--- src/rtl/lcd_stream_out.sv ---
// RGB565 pixel stream to parallel LCD timing, with input FIFO and SOF-locked frame alignment.
// Optional colour-bar idle pattern: define LCD_STREAM_OUT_TESTPAT_EN.
module lcd_stream_out #(
    parameter int H_ACTIVE   = 480,
    parameter int H_BLANK    = 80,
    parameter int V_ACTIVE   = 272,
    parameter int V_BLANK    = 29,
    parameter int FIFO_DEPTH = 16
) (
    input  logic        PixelClk,
    input  logic        nRST,
    input  logic        s_valid,
    output logic        s_ready,
    input  logic        s_sof,
    input  logic [15:0] s_data,
    output logic        LCD_DE,
    output logic [4:0]  LCD_R,
    output logic [5:0]  LCD_G,
    output logic [4:0]  LCD_B,
    output logic        underflow
);

    localparam int H_TOTAL = H_ACTIVE + H_BLANK;
    localparam int V_TOTAL = V_ACTIVE + V_BLANK;
    localparam int HW      = $clog2(H_TOTAL);
    localparam int VW      = $clog2(V_TOTAL);
    localparam int AW      = $clog2(FIFO_DEPTH);
    localparam int CW      = AW + 1;

    typedef enum logic [1:0] {SEEK, ARMED, RUN} state_t;

    logic [HW-1:0] h_cnt;
    logic [VW-1:0] v_cnt;
    logic          active;
    logic          first;

    logic [16:0]   mem [FIFO_DEPTH];
    logic [AW-1:0] wr_ptr;
    logic [AW-1:0] rd_ptr;
    logic [CW-1:0] count;
    logic          ready_en;
    logic          full;
    logic          empty;
    logic          push;
    logic          pop;
    logic          head_sof;
    logic [15:0]   head_data;

    state_t        state;
    state_t        state_nxt;
    logic          pix_en;
    logic          uf_set;
    logic          blank_set;
    logic [15:0]   pix_nxt;

`ifdef LCD_STREAM_OUT_TESTPAT_EN
    logic          blank_frame;

    function automatic logic [15:0] bar_colour(input logic [HW-1:0] h);
        int idx;
        idx = int'(h) / (H_ACTIVE / 8);
        case (idx)
            0:       return 16'hFFFF;
            1:       return 16'hFFE0;
            2:       return 16'h07FF;
            3:       return 16'h07E0;
            4:       return 16'hF81F;
            5:       return 16'hF800;
            6:       return 16'h001F;
            default: return 16'h0000;
        endcase
    endfunction
`endif

    // Free-running raster timing
    always_ff @(posedge PixelClk or negedge nRST) begin
        if (!nRST) begin
            h_cnt <= '0;
            v_cnt <= '0;
        end else if (h_cnt == HW'(H_TOTAL - 1)) begin
            h_cnt <= '0;
            v_cnt <= (v_cnt == VW'(V_TOTAL - 1)) ? '0 : v_cnt + VW'(1);
        end else begin
            h_cnt <= h_cnt + HW'(1);
        end
    end

    assign active = (h_cnt < HW'(H_ACTIVE)) && (v_cnt < VW'(V_ACTIVE));
    assign first  = (h_cnt == '0) && (v_cnt == '0);

    // Input FIFO; ready is held low until the first clock out of reset
    assign full      = (count == CW'(FIFO_DEPTH));
    assign empty     = (count == '0);
    assign s_ready   = ready_en && !full;
    assign push      = s_valid && s_ready;
    assign head_sof  = mem[rd_ptr][16];
    assign head_data = mem[rd_ptr][15:0];

    always_ff @(posedge PixelClk) begin
        if (push)
            mem[wr_ptr] <= {s_sof, s_data};
    end

    always_ff @(posedge PixelClk or negedge nRST) begin
        if (!nRST) begin
            wr_ptr   <= '0;
            rd_ptr   <= '0;
            count    <= '0;
            ready_en <= 1'b0;
        end else begin
            ready_en <= 1'b1;
            if (push)
                wr_ptr <= wr_ptr + AW'(1);
            if (pop)
                rd_ptr <= rd_ptr + AW'(1);
            case ({push, pop})
                2'b10:   count <= count + CW'(1);
                2'b01:   count <= count - CW'(1);
                default: count <= count;
            endcase
        end
    end

    // Frame alignment FSM
    always_ff @(posedge PixelClk or negedge nRST) begin
        if (!nRST)
            state <= SEEK;
        else
            state <= state_nxt;
    end

    always_comb begin
        state_nxt = state;
        pop       = 1'b0;
        pix_en    = 1'b0;
        uf_set    = 1'b0;
        blank_set = 1'b0;
        case (state)
            SEEK: begin
                if (!empty) begin
                    if (head_sof)
                        state_nxt = ARMED;
                    else
                        pop = 1'b1;
                end
            end
            ARMED: begin
                if (first && !empty) begin
                    pop       = 1'b1;
                    pix_en    = 1'b1;
                    state_nxt = RUN;
                end
            end
            RUN: begin
                if (active) begin
                    if (empty) begin
                        uf_set    = 1'b1;
                        blank_set = 1'b1;
                        state_nxt = SEEK;
                    end else if (head_sof && !first) begin
                        blank_set = 1'b1;
                        state_nxt = ARMED;
                    end else if (!head_sof && first) begin
                        // Lost frame lock at the origin: resynchronise via SEEK
                        state_nxt = SEEK;
                    end else begin
                        pop    = 1'b1;
                        pix_en = 1'b1;
                    end
                end
            end
            default: state_nxt = SEEK;
        endcase
    end

`ifdef LCD_STREAM_OUT_TESTPAT_EN
    // After an underflow or early SOF the rest of the frame stays black, not bars
    always_ff @(posedge PixelClk or negedge nRST) begin
        if (!nRST)
            blank_frame <= 1'b0;
        else if (first)
            blank_frame <= blank_set;
        else if (blank_set)
            blank_frame <= 1'b1;
    end

    always_comb begin
        pix_nxt = 16'h0000;
        if (pix_en)
            pix_nxt = head_data;
        else if (active && (state != RUN) && !(blank_frame && !first))
            pix_nxt = bar_colour(h_cnt);
    end
`else
    always_comb begin
        pix_nxt = 16'h0000;
        if (pix_en)
            pix_nxt = head_data;
    end
`endif

    // Output register: DE and colour share one cycle of latency
    always_ff @(posedge PixelClk or negedge nRST) begin
        if (!nRST) begin
            LCD_DE    <= 1'b0;
            LCD_R     <= '0;
            LCD_G     <= '0;
            LCD_B     <= '0;
            underflow <= 1'b0;
        end else begin
            LCD_DE                <= active;
            {LCD_R, LCD_G, LCD_B} <= pix_nxt;
            if (uf_set)
                underflow <= 1'b1;
        end
    end

endmodule
--- config.mk ---
export PLATFORM = sky130hd
export DESIGN_NAME = lcd_stream_out
export DESIGN_NICKNAME = d
export VERILOG_FILES = /design/src/rtl/lcd_stream_out.sv
export SDC_FILE = /design/constraint.sdc
export NUM_CORES = 1
export LEC_CHECK = 0
export ABC_AREA = 1
export CAP_MARGIN = 20
export CORE_ASPECT_RATIO = 1.5
export CORE_MARGIN = 3
export CORE_UTILIZATION = 50
export DETAILED_ROUTE_END_ITERATION = 6
export HOLD_SLACK_MARGIN = 0.12
export PLACE_DENSITY = 0.67
export SYNTH_ARGS = -nofsm -noshare
export SYNTH_HDL_FRONTEND = slang
export SYNTH_SLANG_ARGS = --single-unit
--- constraint.sdc ---
create_clock -name PixelClk -period 3.55 [get_ports PixelClk]
set_input_delay 1.065 -clock PixelClk [delete_from_list [all_inputs] [get_ports PixelClk]]
set_output_delay 1.065 -clock PixelClk [all_outputs]
set_load 0.01 [all_outputs]
Word level (Yosys, flattened, before mapping)
Memories as Yosys holds them, arrays and structs flattened.
Index checks and enable logic that the tools add are counted.

storage, ports and cells
  logic and storage cells = 76
  output and inout bits = 19
  latch bits = 0
  memory bits (writable) = 272
  input port bits = 20
  ROM bits = 0
  memories = 1
  register bits = 53

cells by class
  mux-type cells = 26
  add/subtract/negate cells = 6
  bitwise operators = 0
  $mul = 0
  order comparisons = 2
  reductions and logical operators = 17
  shifts and indexed selects = 0
  equality and inequality tests = 12
  divide/modulo/power cells = 0

memories
  memory  depth  width  rd ports  clocked after Yosys merged registers in  write ports  RTL line  text
  mem     16     17     1         0                                        1            37        logic [16:0] mem [FIFO_DEPTH];

operator list
  cell                                                                    number
  16-bit two-way mux                                                      1
  2-bit two-way mux                                                       7
  1-bit two-way mux                                                       12
  10-bit by 1-bit adder with 10-bit output (second input constant)        1
  10-bit equality test (second input constant)                            1
  10-bit zero test                                                        1
  10-bit by 9-bit < comparator with 1-bit output (second input constant)  1
  10-bit two-way mux                                                      1
  5-bit one-hot mux with 2 select lines                                   1
  9-bit by 1-bit adder with 9-bit output (second input constant)          1
  9-bit equality test (second input constant)                             1
  9-bit zero test                                                         1
  9-bit < comparator (second input constant)                              1
  9-bit two-way mux                                                       1
  4-bit by 1-bit adder with 4-bit output (second input constant)          2
  2-bit != test (second input constant)                                   4
  1-bit logical AND                                                       7
  2-bit one-hot mux with 3 select lines                                   1
  5-bit by 1-bit adder with 5-bit output (second input constant)          1
  5-bit equality test (second input constant)                             1
  5-bit zero test                                                         1
  5-bit AND reduction                                                     1
  5-bit by 1-bit subtractor with 5-bit output (second input constant)     1
  2-bit by 1-bit equality test with 1-bit output (second input constant)  2
  other kinds (7)                                                         11

Depth between registers and ports, before layout
Gate-level depths: netlist of the first run.

  word-level depth = 10
  mapped depth = 25
  depth with buffers taken out = 25

Worst setup path after synthesis of the first run
No wires, ideal clock.

  path kind = register to register
  from = register rd_ptr[0]
  to = register count[4]
  arrival = 3.096 ns
  library setup time = 0.131 ns
  setup slack = 0.324 ns
  stages on the path, launching flop included = 24
  data required time = 3.419 ns
  cell sequence = dfrtp_1 or2_2 nand3_1 nand2_1 nand2_1 nand3_1 nand2_1 inv_1 ha_1 nand2_1 nor2_2 nor2_2 nand2_4 nand2_2 inv_1 ha_1 fa_1 a21oi_1 nor2_1 nor2_1 inv_1 a21oi_1 o21ai_0 xor2_1

on the way
  longest elaborated chain between the ends = 10
  elaborated cells between the ends (all ways) = 15
  classes of those cells = eq/ne (2); mux (8); reduce/logical (4); memory (1)

ends and longest elaborated chain
  item                                                                                          RTL line  text
  start, declared                                                                               39        logic [AW-1:0] rd_ptr;
  start signal, assigned                                                                        115       rd_ptr <= rd_ptr + AW'(1);
  memory 16 x 17 bit (*)                                                                        n/a
  1-bit zero test                                                                               163       end else if (!head_sof && first) begin
  1-bit logical AND                                                                             163
  1-bit two-way mux                                                                             163
  1-bit two-way mux                                                                             160       end else if (head_sof && !first) begin
  1-bit two-way mux                                                                             156       if (empty) begin
  1-bit two-way mux                                                                             155       if (active) begin
  1-bit one-hot mux with 3 select lines (*)                                                     138       case (state)
  via pop                                                                                       45        logic pop;
  2-bit by 1-bit equality test with 1-bit output / 2-bit equality test (equally long branches)  116       case ({push, pop})
  5-bit one-hot mux with 2 select lines / 2-bit nonzero test (equally long branches)            n/a
  end signal, assigned                                                                          117       2'b10: count <= count + CW'(1);
  end signal, assigned                                                                          118       2'b01: count <= count - CW'(1);
  end signal, assigned                                                                          119       default: count <= count;
  end, declared                                                                                 40        logic [CW-1:0] count;

The timed path passes the listed nets; every way through them passes the cells marked *.
A chain may end at the register's enable or synchronous reset.

Worst setup path in the final report of the first run
Same ends and word-level chain as after synthesis.

==> results of run 1 <==
[sequential cells by signal (all words and copies together), names as in the netlist]
signal,count
LCD_B,5
h_cnt,10
LCD_R,5
ready_en,1
mem,272
wr_ptr,4
v_cnt,9
LCD_G,6
count,5
state,2
LCD_DE,1
rd_ptr,4
underflow,1
[worst max-delay path: stages (launching register included)]
cell     delay, ns
dfrtp_4       0.52
or2_2         0.31
nand3_2       0.07
nand2_1       0.06
nand2_1       0.05
nand3_1       0.06
nand2_1       0.09
inv_1         0.04
ha_1          0.27
nand2_2       0.09
nor2_4        0.06
nor2_4        0.11
nand2_4       0.07
nand2_2       0.07
inv_1         0.07
ha_4          0.18
fa_2          0.38
a21oi_2       0.14
nor2_1        0.04
nor2_1        0.07
inv_1         0.06
a21oi_1       0.11
o21ai_1       0.08
xor2_1        0.15
[layer usage]
metal | vias up | track usage (%)
met5 | - | 0
met4 | 0 | 8.06
met3 | 66 | 2.95
met2 | 271 | 37.9
met1 | 4391 | 27.7
li1 | 4210 | -
[report_power, final]
| group | internal (mW) | switching (mW) |
|---|---|---|
| registers | 4.42 | 0.149 |
| logic | 1.18 | 2.46 |
| clock network | 1.84 | 1.35 |
[synthesized netlist by cell type (16+ instances only)]
master and n:
nand2_1 304, edfxtp_1 272, nand3_1 172, inv_1 64
a21oi_1 63, dfrtp_1 53, nor2_1 48, a22oi_1 24
ha_1 19, o21ai_0 19, buf_4 17, buf_2 16
[area by class of cell]
cell class                 count  area share, %
clock buffer                  43           5.32
timing repair buffer          89           5.00
sequential                   325           60.9
inverter                      71           1.72
multi-input combinational    722           23.5
tap                          337           2.70
clock inverter                12          0.914
[how the worst max path moves through the flow]
stage	to	slack, ns	cells past startpoint
after detailed placement	count[4]	0.05	23
final	count[4]	0.27	23
after global routing	count[4]	0.003	23
after floorplan	count[4]	0.32	23
after global placement	count[4]	0.05	23
after CTS	count[4]	0.03	23
[metrics by stage]
stage	cell area (um^2)	power, mW	utilization, %
6_report	15600	11.4	58.3
5_1_grt	15600	12.1	58.3
4_1_cts	15600	11.4	58.1
3_5_place_dp	14600	8.19	54.5
3_3_place_gp	14600	8.12	54.5
2_1_floorplan	13700	7.24	-
[cell usage in the layout, fill, tap and decap left out, drive strengths merged, types with 19 or more instances in the layout]
cell type | synthesis | routed
buf | 48 | 51
a22oi | 24 | 24
dfrtp | 53 | 53
ha | 19 | 19
inv | 70 | 71
clkdlybuf4s50 | 0 | 37
nor2 | 65 | 65
a21oi | 63 | 63
nand3 | 173 | 173
o21ai | 22 | 22
nand2 | 306 | 306
edfxtp | 272 | 272
clkbuf | 8 | 44
[kinds of logic after synthesis]
kind of cell,after synthesis
flip-flops,325
multiplexers,1
XOR/XNOR,12
AND/OR/NAND/NOR,569
other,1
adder cells (fa/ha/maj),20
buffers and inverters,127
AO/OA/AOI/OAI,119
[what timing repair did]
item / in CTS / in global routing
endpoints found under the setup margin: 0 / 1
endpoints found under the hold margin: 0 / 0
setup buffers: 0 / 2
resized for setup: 0 / 10
==> impl_results.md, run 1 <==
- Hpwl dp: between 15000 and 20000 um
- Hold slack: 0.482 ns
- Boundary Pins: 39
- Largest net degree at the start of global routing: 86
- Core area: about 27000 um^2
- IO Port Bufs: 38
- Syn Inst Count: about 1200
- Final setup violating endpoints: 0
- Post-synth EDFFs: 272
- Worst reg2reg path startpoint: rd_ptr[0]
- Hold depth: 1
- RSZ-0062 raised after global routing: false
- Crit path capture type: flip-flop
- Synth warnings: 0
- Initial antenna violation count: 0
- Nets: 1279
- Worst endpoint data arrival time: approximately 3.7 ns
- Crit Path Category: reg -> reg
- Routed len/inst: between 15 and 20 um
- Final Cycle Share: between 90% and 100%
- Primary FF master, synth: edfxtp_1
- First-pass GRT wire length: slightly below 50000 um
- Fmax: approximately 300 MHz
- Post-synthesis xor/xnor area fraction: less than 1%
- Largest area contributor in the netlist: edfxtp_1
- Asr flop ratio synth: around 16%
- Syn Nets: between 1000 and 1500
- TritonRoute pass-1 iters: 5
- Compound-cell area share of the yosys netlist: approximately 5.1%
- Worst reg2reg path endpoint: count[4]
- Metal3 WL: about 1800 um
- Sink Count: between 300 and 400
- Adder-Cell Fraction of Synth Area: under 10%
- Slew Viols, Final: 0
- Clock Latency Late Sink: ~0.56 ns
- Reg2Reg Setup Slack: approximately 0.27 ns
- Initial Util: 51.3%
- Deepest clock path buffer count: 3
- Worst Hold Class: reg -> reg
- Seq. cell area: 9500 um^2
- Die area: roughly 30000 um^2
- Final Hold Viols: 0
- RD Place Congestion: approximately 0.86
- CP max FO: 7
- Worst Clk Skew: 0.0104 ns
- Worst slew margin: 37.7%
- Synthesized flop and latch total: between 300 and 400
- Vias in the first global route: ~9000
- Crit path time final: ~3.3 ns
- Drt total wl: 31700 um
- Metal2 WL: around 16000 um
- Placed cells: roughly 1500
- TritonCTS clock tree: done
- Min-delay src: underflow
- CTS Buf Count: 30
- Met1 WL: around 13000 um
- Filler Cell Count: around 2100
- Cell variety after synth: 44
- Post-Synth Simple-Gate Area: ~18%
- Multi-input logic area: between 3000 and 4000 um^2
- Iter 0 DRT Violations: about 770
- FF-to-FF path depth: 23
- Die height: between 200 and 250 um
- Syn avg cell area: ~12 um^2
- H-tree depth: 1
- Root buffer cell: clkbuf_16
- Largest family of logic cells by synthesized area: simple AND/OR/NAND/NOR gates
- Worst path required time: 3.99 ns
- Synthesized area: approximately 14000 um^2
- Top Layer Used: met4
- Pleak: 6.01 nW
- CP Launch Type: flip-flop
- Chip width: 141 um
- N_diodes: 0
- Non-Filler Instances: ~1600
- Share of layout cells above drive strength 1: 12.2%
- Max-cap violation count: 0
- Peak supply drop: approximately 470 uV
- Row count: 73
- DR vias: about 9000
- Synth top area cells: edfxtp_1, dfrtp_1, nand2_1
- Pwr Density: about 730 nW/um^2
- # DRC: 0
- Reg clk slew, reported paths: 0.06 ns
- Mux contribution to synthesized area: less than 1%
- Setup_tns: 0 ns
- Part of the Yosys area used for sequential elements: between 60% and 70%
- Tot GR Track Use: a little over a fifth
- Layout area overhead: 13.8%
- Pre-CTS WS: between 0.04 and 0.05 ns
- Gr ovfl total: 0
- CP Launch Point: rd_ptr[0]
- Post-route ant nets: 0
- Final worst slack: roughly 0.27 ns
- Hold_buf cts: 0
- Hold Path End: underflow
- Tightest Pin Transition: 0.935 ns
- Yosys top cell area share: 59.6%
- DR vias/cell: roughly 5.6
- Result of the run: finished, final reports clean
Power figures use the tool's default switching activity.
==> run 2: changes to the inputs <==
- CORE_UTILIZATION: 50 -> 40
- PLACE_DENSITY: 0.67 -> not set
==> run 2 against run 1 <==
- sequential power hardly changed
- routed wire length is 3.7% higher
- maximum frequency is 0.64% lower
- core utilization is 11 points lower
- hold slack better by 0.0014 ns
- die area is 24% higher
- worst setup slack worse by 0.021 ns
- first-iteration DRC count is 7.2% lower
- clock skew is 0.0025 ns higher
- critical path type unchanged
- critical endpoint unchanged
- largest cell class unchanged
==> impl_results.md, run 2 (synthesized netlist as in run 1, its figures left out) <==
- Result of the run: finished, final reports clean
- Root buffer cell: clkbuf_16
- Initial Util: around two fifths
- Slew Viols, Final: 0
- Min-delay src: underflow
- Worst slew margin: about half
- Total power: about 12 mW
- CP max FO: 6
- Slowest-stage cell, CP: dfrtp_4
- Crit path time final: about 3.3 ns
- Max-cap violation count: 0
- Final worst slack: approximately 0.25 ns
- Routed len/inst: between 15 and 20 um
- Register name with the most flops: mem
- Share of layout cells above drive strength 1: roughly 12%
- RD Place Congestion: 0.845
- Pwr Density: 733 nW/um^2
- Commonest non-fill, non-tap cells in the layout: nand2_1, edfxtp_1, nand3_1
- Setup_tns: 0 ns
- Final setup violating endpoints: 0
- Iter 0 DRT Violations: roughly 710
- N_diodes: 0
- CP peak stage delay: between 0.5 and 0.6 ns
- Crit Path Category: reg -> reg
- Reg2Reg Setup Slack: roughly 0.25 ns
- Regs by FF count: mem: 272 flops, h_cnt: 10 flops, v_cnt: 9 flops
- First-pass GRT wire length: just over 50000 um
- Worst Hold Class: reg -> reg
- TritonCTS clock tree: done
- Boundary Pins: 39
- Largest register FFs: between 200 and 300
- Pre-CTS WS: around 0.064 ns
- Gr ovfl total: 0
- Row count: 82
- Worst-path cell chain: or2_2 > nand3_1 > nand2_1 > nand2_1 > nand3_1 > nand2_1 > inv_1 > ha_1 > nand2_2 > nor2_4 > nor2_4 > nand2_4 > nand2_2 > inv_1 > ha_4 > fa_2 > a21oi_2 > nor2_1 > nor2_1 > inv_1 > a21oi_2 > o21ai_1 > xor2_1
- Sink Count: 325
- Worst Clk Skew: around 0.013 ns
- Core area: 33700 um^2
- Pleak: 6.06 nW
- Final Cycle Share: just over 90%
- TritonRoute pass-1 iters: 5
- Worst reg2reg path startpoint: rd_ptr[0]
- Reg clk slew, reported paths: ~0.060 ns
- IO Port Bufs: 38
- Worst endpoint data arrival time: 3.74 ns
- Hold depth: 1
- Hold Path End: underflow
- # DRC: 0
- Tot GR Track Use: 18.2%
- H-tree depth: 1
- CP Launch Type: flip-flop
- Filler Cell Count: about 3000
- Die area: 36600 um^2
- Die height: 233 um
- Largest net degree at the start of global routing: 68
- CP Launch Point: rd_ptr[0]
- Drt total wl: around 33000 um
- DR vias/cell: between 5 and 6
- DR vias: between 8000 and 9000
- Deepest clock path buffer count: 3
- Fmax: 303 MHz
- Nets: 1281
- Worst path required time: ~4.0 ns
- Vias in the first global route: about 8900
- RSZ-0062 raised after global routing: false
- Final Hold Viols: 0
- Peak supply drop: 400 uV
- Commonest non-fill, non-tap cell in the layout: nand2_1
- Hold_buf cts: 0
- Layout area overhead: 15.2%
- Post-layout util: 46.9%
- Chip width: approximately 160 um
- Post-route ant nets: 0
- Initial antenna violation count: 1
- Tightest Pin Transition: slightly below 0.8 ns
- Worst reg2reg path endpoint: count[4]
- Hpwl dp: roughly 20000 um
- CTS Buf Count: 30
- Crit path capture type: flip-flop
- Clock Latency Late Sink: approximately 0.57 ns
- FF-to-FF path depth: 23
[run 2: changes by cell type in the layout (fill, tap and decap cells not counted), moves of 2 or more]
| cell | before | now |
|---|---|---|
| bufinv_16 | 3 | 5 |
| clkinv_1 | 4 | 8 |
| clkbuf_1 | 11 | 5 |
| buf_12 | 2 | 4 |
[run 2: through the flow]
stage / hold slack (ns) / cell area [um^2] / cells
3_5_place_dp: 0.471 / 14700 / 1628
5_1_grt: 0.520 / 15800 / 1682
4_1_cts: 0.489 / 15700 / 1681
3_3_place_gp: 0.467 / 14700 / 1628
2_1_floorplan: 0.468 / 13700 / 1174
6_report: 0.484 / 15800 / 1682
[run 2: how the worst max path moves through the flow]
stage          endpoint  slack, ns  cells after the start
5_1_grt        count[4]      0.002                     23
6_report       count[4]       0.25                     23
3_3_place_gp   count[4]       0.09                     23
3_5_place_dp   count[4]       0.06                     23
4_1_cts        count[4]       0.03                     23
2_1_floorplan  count[4]       0.32                     23
[run 2: timing repair]
action                                  in CTS  in global routing
setup buffers                                0                  1
endpoints found under the setup margin       0                  1
gates resized for setup                      0                 10
[run 2: final cells by class]
| cell class | instances | area, um^2 | share of cell area [%] |
|---|---|---|---|
| sequential | 325 | 9500 | 60.1 |
| tap | 420 | 526 | 3.33 |
| clock buffer | 36 | 795 | 5.03 |
| inverter | 71 | 269 | 1.70 |
| timing repair buffer | 91 | 828 | 5.24 |
| clock inverter | 17 | 214 | 1.35 |
| multi-input combinational | 722 | 3660 | 23.2 |
[run 2: worst max-delay path: cells and delay by family, from the launching register on]
family / cells / cell delay, ns
and+or+nand+nor: 13 / 1.19
adders and majority gates: 3 / 0.84
DFF: 1 / 0.52
AOI/OAI and AO/OA: 3 / 0.32
buffers and inverters: 3 / 0.17
xor gates and xnor gates: 1 / 0.14
[run 2: layer usage]
layer / GRT usage (%) / up-vias / wire length (um)
met5: 0 / - / 0
met4: 5.18 / 0 / 816
met3: 2.33 / 52 / 1550
met2: 32.5 / 211 / 17100
met1: 23.1 / 4487 / 13400
li1: - / 4224 / -
[run 2: power by group]
part | switching (mW) | internal (mW) | leakage, nW
Clock | 1.38 | 1.95 | 0.488
Combinational | 2.48 | 1.22 | 2.43
Sequential | 0.137 | 4.42 | 3.14
